==> src/rtl/cp0_timer_unit.sv <==
// cp0_timer_unit
// Free-running CP0 Count with a programmable prescaler and NUM_CMP
// independent Compare channels. Each channel owns a sticky pending flag.
// The flags are OR-reduced into a registered timer interrupt (Cause.IP7).
// The unit shares the WB-stage CP0 write port and serves mfc0 reads for
// its own register addresses.
//
// Register map (addr/sel):
//   9/0          Count
//   11/i         Compare[i], i < NUM_CMP
//   22/0         Pending flags, write-1-to-clear
//   22/1..N      Reload period of channel sel-1 (CP0_TIMER_RELOAD_EN only)
//
// Ports:
//   clk, rst            clock, synchronous active-high reset
//   we, except_occur    write enable; an exception squashes the write
//   waddr, wsel, wdata  write address, select and data
//   raddr, rsel, rdata  combinational read of registered state
//   count_stop          freezes Count and the prescaler
//   timer_pend          per-channel pending flags (registered)
//   timer_int           registered OR of timer_pend
//
// Optional feature macro: CP0_TIMER_RELOAD_EN adds per-channel period
// registers that automatically advance Compare on every match.
module cp0_timer_unit #(
    parameter int NUM_CMP   = 4,
    parameter int CNT_W     = 32,
    parameter int COUNT_DIV = 2
) (
    input  logic               clk,
    input  logic               rst,
    input  logic               we,
    input  logic               except_occur,
    input  logic [4:0]         waddr,
    input  logic [2:0]         wsel,
    input  logic [31:0]        wdata,
    input  logic [4:0]         raddr,
    input  logic [2:0]         rsel,
    output logic [31:0]        rdata,
    input  logic               count_stop,
    output logic [NUM_CMP-1:0] timer_pend,
    output logic               timer_int
);

    localparam int PC_W = (COUNT_DIV > 1) ? $clog2(COUNT_DIV) : 1;
    localparam logic [PC_W-1:0] PC_LAST = PC_W'(COUNT_DIV - 1);
    localparam logic [4:0] ADDR_COUNT   = 5'd9;
    localparam logic [4:0] ADDR_COMPARE = 5'd11;
    localparam logic [4:0] ADDR_PENDING = 5'd22;

    logic                 wr_s;
    logic                 count_wr_s;
    logic                 pend_wr_s;
    logic [NUM_CMP-1:0]   cmp_wr_s;
    logic [NUM_CMP-1:0]   match_s;
    logic [NUM_CMP-1:0]   clear_s;
    logic [CNT_W-1:0]     count_r;
    logic [PC_W-1:0]      pc_r;
    logic [CNT_W-1:0]     compare_r [NUM_CMP];
    logic [NUM_CMP-1:0]   pend_r;
    logic                 int_r;
`ifdef CP0_TIMER_RELOAD_EN
    logic [NUM_CMP-1:0]   period_wr_s;
    logic [CNT_W-1:0]     period_r [NUM_CMP];
`endif

    // Write decode, per-channel match detection and clear requests
    always_comb begin
        wr_s       = we & ~except_occur;
        count_wr_s = wr_s && (waddr == ADDR_COUNT) && (wsel == 3'd0);
        pend_wr_s  = wr_s && (waddr == ADDR_PENDING) && (wsel == 3'd0);
        cmp_wr_s   = '0;
        match_s    = '0;
        clear_s    = '0;
`ifdef CP0_TIMER_RELOAD_EN
        period_wr_s = '0;
`endif
        for (int i = 0; i < NUM_CMP; i++) begin
            cmp_wr_s[i] = wr_s && (waddr == ADDR_COMPARE) && (wsel == 3'(i));
            // Compare == 0 disables the channel.
            match_s[i]  = (compare_r[i] != '0) && (compare_r[i] == count_r);
            clear_s[i]  = cmp_wr_s[i] | (pend_wr_s & wdata[i]);
`ifdef CP0_TIMER_RELOAD_EN
            // Channel 7 of an 8-channel build has no reachable select.
            period_wr_s[i] = wr_s && (waddr == ADDR_PENDING) && ((i + 1) < 8)
                             && (wsel == 3'(i + 1));
`endif
        end
    end

    // Count and prescaler; a Count write restarts the prescale period
    always_ff @(posedge clk) begin
        if (rst) begin
            count_r <= '0;
            pc_r    <= '0;
        end else if (count_wr_s) begin
            count_r <= wdata[CNT_W-1:0];
            pc_r    <= '0;
        end else if (!count_stop) begin
            if (pc_r == PC_LAST) begin
                pc_r    <= '0;
                count_r <= count_r + CNT_W'(1);
            end else begin
                pc_r    <= pc_r + PC_W'(1);
            end
        end else begin
            count_r <= count_r;
            pc_r    <= pc_r;
        end
    end

    // Compare registers; software writes override an automatic reload
    always_ff @(posedge clk) begin
        for (int i = 0; i < NUM_CMP; i++) begin
            if (rst) begin
                compare_r[i] <= '0;
            end else if (cmp_wr_s[i]) begin
                compare_r[i] <= wdata[CNT_W-1:0];
`ifdef CP0_TIMER_RELOAD_EN
            end else if (match_s[i] && (period_r[i] != '0)) begin
                compare_r[i] <= compare_r[i] + period_r[i];
`endif
            end else begin
                compare_r[i] <= compare_r[i];
            end
        end
    end

`ifdef CP0_TIMER_RELOAD_EN
    // Reload period registers
    always_ff @(posedge clk) begin
        for (int i = 0; i < NUM_CMP; i++) begin
            if (rst) begin
                period_r[i] <= '0;
            end else if (period_wr_s[i]) begin
                period_r[i] <= wdata[CNT_W-1:0];
            end else begin
                period_r[i] <= period_r[i];
            end
        end
    end
`endif

    // Sticky pending flags (clear beats a same-cycle match) and interrupt
    always_ff @(posedge clk) begin
        if (rst) begin
            pend_r <= '0;
            int_r  <= 1'b0;
        end else begin
            pend_r <= (pend_r | match_s) & ~clear_s;
            int_r  <= |pend_r;
        end
    end

    // Read mux over registered state; unmapped addresses read zero
    always_comb begin
        rdata = 32'd0;
        case (raddr)
            ADDR_COUNT: begin
                if (rsel == 3'd0) rdata = 32'(count_r);
                else              rdata = 32'd0;
            end
            ADDR_COMPARE: begin
                for (int i = 0; i < NUM_CMP; i++) begin
                    rdata = rdata | ((rsel == 3'(i)) ? 32'(compare_r[i]) : 32'd0);
                end
            end
            ADDR_PENDING: begin
                if (rsel == 3'd0) begin
                    rdata = 32'(pend_r);
                end else begin
                    rdata = 32'd0;
`ifdef CP0_TIMER_RELOAD_EN
                    for (int i = 0; i < NUM_CMP; i++) begin
                        rdata = rdata | ((((i + 1) < 8) && (rsel == 3'(i + 1)))
                                         ? 32'(period_r[i]) : 32'd0);
                    end
`endif
                end
            end
            default: rdata = 32'd0;
        endcase
    end

    assign timer_pend = pend_r;
    assign timer_int  = int_r;

endmodule
==> config.mk <==
export PLATFORM = sky130hd
export DESIGN_NAME = cp0_timer_unit
export DESIGN_NICKNAME = d
export VERILOG_FILES = /design/src/rtl/cp0_timer_unit.sv
export SDC_FILE = /design/constraint.sdc
export NUM_CORES = 1
export LEC_CHECK = 0
export CORE_MARGIN = 4
export CORE_UTILIZATION = 55
export DETAILED_ROUTE_END_ITERATION = 16
export HOLD_SLACK_MARGIN = 0.1
export PLACE_DENSITY_LB_ADDON = 0.3
export RECOVER_POWER = 100
export SETUP_SLACK_MARGIN = 0.2
export SYNTH_ARGS = -nofsm -noshare
export SYNTH_HDL_FRONTEND = slang
export SYNTH_SLANG_ARGS = --single-unit
==> constraint.sdc <==
create_clock -name clk -period 4.65 [get_ports clk]
set_input_delay 0.93 -clock clk [delete_from_list [all_inputs] [get_ports clk]]
set_output_delay 0.93 -clock clk [all_outputs]
set_load 0.01 [all_outputs]
==> impl_metrics.yaml <==
floorplanning:
  fp.dieH_um: 139
  rows: 47
  start_util_pct: 56.6
  die_area_mm2: 0.0194
  ios: 90
  die_width_um: 139
  core_mm2: 0.0168
timing:
  max_freq_ghz: 0.230
  period_needed_ns: 4.34
  setup_violations: 0
  post-route-period-util_pct: 93.4
  tightest_slew_ns: 2.35
  rsz0062_at_grt: "no"
  hold_slack_ns: 0.623
  final-hold-violation-count: 0
  relSlewSlack_pct: -56.6
  fin_worst_skew_ns: 0.00833
  maxSlewViolCount: 247
  final.setup.tns_ns: 0
drt:
  first_pass_iters: 6
  vias: 8295
  drc: 0
  wl_per_cell_um: 28.4
  initialDrtViolationCount: 1413
  drtAntennaViolNets: 0
  wl_um: 34700
  via_per_inst: 6.78
yosys:
  ys_warn_count: 0
  synthesis.instances: 940
  synth_fa_ha_area_share_pct: 0.132
  ys_seq_area_share_pct: 48.6
  ys_types: 47
  synth_area_leaders: "edfxtp_1 (41%), xnor2_1 (14%), dfxtp_1 (8.0%)"
  synth_top_family_by_area: "simple AND/OR/NAND/NOR gates"
  avgSynthCellArea_um2: 10.1
  synth_compound_area_share_pct: 11.1
  synth_area_mm2: 0.00948
  synth-simple-area-share_pct: 20.2
  synth_flop_cell: "edfxtp_1"
  synth_mux_area_share_pct: 0.106
  synth_edf_count: 128
  synth_xor_area_share_pct: 14.7
  netlist.area_leader.share_pct: 40.5
  async_flop_share_pct: 0
  post-synth-top-area-cell: "edfxtp_1"
  ys_seq_elements: 166
  synth_fp_nets: 994
pwr:
  seqPwrFrac_pct: 49.6
  p_switching_mw: 0.911
  p_leak_nw: 3.51
  power.density_mw_per_mm2: 323
  power.total_mw: 3.57
  vdd_drop_max_uv: 311
  intPower_mw: 2.66
  clock_power_share_pct: 42.0
  switching_share_pct: 25.5
  combPwrFrac_pct: 8.4
placed_design:
  io_buffers: 89
  routabilityCongestion: 1.04
  dp.final_hpwl_um: 25000
worst_setup_path:
  crit_type: "in -> out"
  worstPathMaxFanout: 15
  max_stage_delay_ns: 0.66
  critPathLaunchType: "input pin"
  worstPathRequired_ns: 3.72
  end_kind: "output port"
  crit_chain: "clkdlybuf4s50_1 -> nor3b_1 -> nand3_1 -> nor2_2 -> clkbuf_2 -> nand2_1 -> o21ai_0 -> dlygate4sd3_1"
  crit_arrival_ns: 3.41
  cp_slowest_cell: "dlygate4sd3_1"
clock_network:
  cts_tree: "built"
  cts_buffers: 17
  cts_hold_buf: 0
  root_buffer: "clkbuf_16"
  cts.repair.resized: 0
  cts_setup_buffers: 0
  clkLatencyLatePin_ns: 0.44
  path_clk_slew_ns: 0.07
  cts_buffer_depth: 2
  htreeDepth: 4
  cts.sinks: 166
outcome:
  outcome: "complete, but fails checks"
  violations: "max-capacitance violations, max-slew violations"
cells_and_area:
  final_layout_size_suffix_gt1_share_pct: 5.78
  layout_common_cells: "xnor2_1 (152), nor2_1 (129), edfxtp_1 (128), clkdlybuf4s50_1 (52), nand4_1 (46)"
  area_growth_pct: 16.4
  fin_util_pct: 65.8
  fin_nets: 1045
  antennaDiodeCount: 0
  final_common_cell: "xnor2_1"
global_route:
  grt_overflow_total: 0
  grt_pass1_wl_um: 51100
  grt_pass1_vias: 7966
  track_usage_pct: 35.1
  antenna_found_initial: 0
  grt_max_degree: 58
worst_hold_path:
  worst_hold_path_type: "reg -> reg"
run:
  drv_cap: 7
[cells in the mapped netlist (29+ instances only)]
cell,instances
nor4_1,41
xnor2_1,152
nand2_1,41
nand4_1,46
dfxtp_1,38
clkbuf_1,50
a211oi_1,30
inv_1,37
edfxtp_1,128
a221oi_1,29
nor2_1,130
nand2b_1,37
[cell type report]
type	count	area (µm²)
Fill cell	1407	5730
Sequential cell	166	4600
Multi-Input combinational cell	661	4390
Timing Repair Buffer	108	1020
Clock buffer	18	429
Tap cell	220	275
Clock inverter	14	174
Inverter	37	139
[power by group through the flow]
stage	Combinational (mW)	Clock, mW	Sequential, mW
2_1_floorplan	0.167	0	1.75
3_3_place_gp	0.293	0	1.79
3_5_place_dp	0.296	0	1.79
4_1_cts	0.298	1.49	1.76
5_1_grt	0.315	1.54	1.77
6_report	0.300	1.50	1.77
[routing by layer]
| metal | global-route usage [%] | routed length (µm) |
|---|---|---|
| met1 | 47.4 | 13100 |
| met2 | 54.7 | 15600 |
| met3 | 9.71 | 4640 |
| met4 | 12.9 | 1350 |
| met5 | 0 | 0 |
[per-stage QoR]
stage | setup WS (ns) | instances | cell area [µm²]
3_3_place_gp | 0.601 | 1192 | 10500
6_report | 0.308 | 1224 | 11000
2_1_floorplan | 1.19 | 940 | 9480
5_1_grt | 0.208 | 1224 | 11000
3_5_place_dp | 0.577 | 1192 | 10500
4_1_cts | 0.529 | 1224 | 11100
[critical path: cells and delay by family]
kind / cells / cell delay [ns]
AND/OR/NAND/NOR: 4 / 0.81
buffers and inverters: 3 / 1.50
AO/OA/AOI/OAI: 1 / 0.16
[cell families after synthesis]
logic type | count (synthesis)
simple gates | 359
flops | 166
xor+xnor | 159
compound gates | 141
buf+inv | 113
mux | 1
fa+ha+maj | 1
[path summary, 6_finish.rpt]
kind / slack (ns) / start / cells after the start / to
worst max-delay path: 0.31 / raddr[3] / 8 / rdata[14]
worst min-delay path: 0.62 / timer_pend[2] / 2 / timer_pend[2]
worst max register to register: 1.95 / count_r[2] / 5 / count_r[29]
worst min register to register: 0.62 / timer_pend[2] / 2 / timer_pend[2]
[flip-flops by register name, indices dropped and copies added, names as in the netlist]
name and count:
count_r 32, compare_r 128, timer_int 1, timer_pend 4, pc_r 1
(Power assumes the default switching activity.)
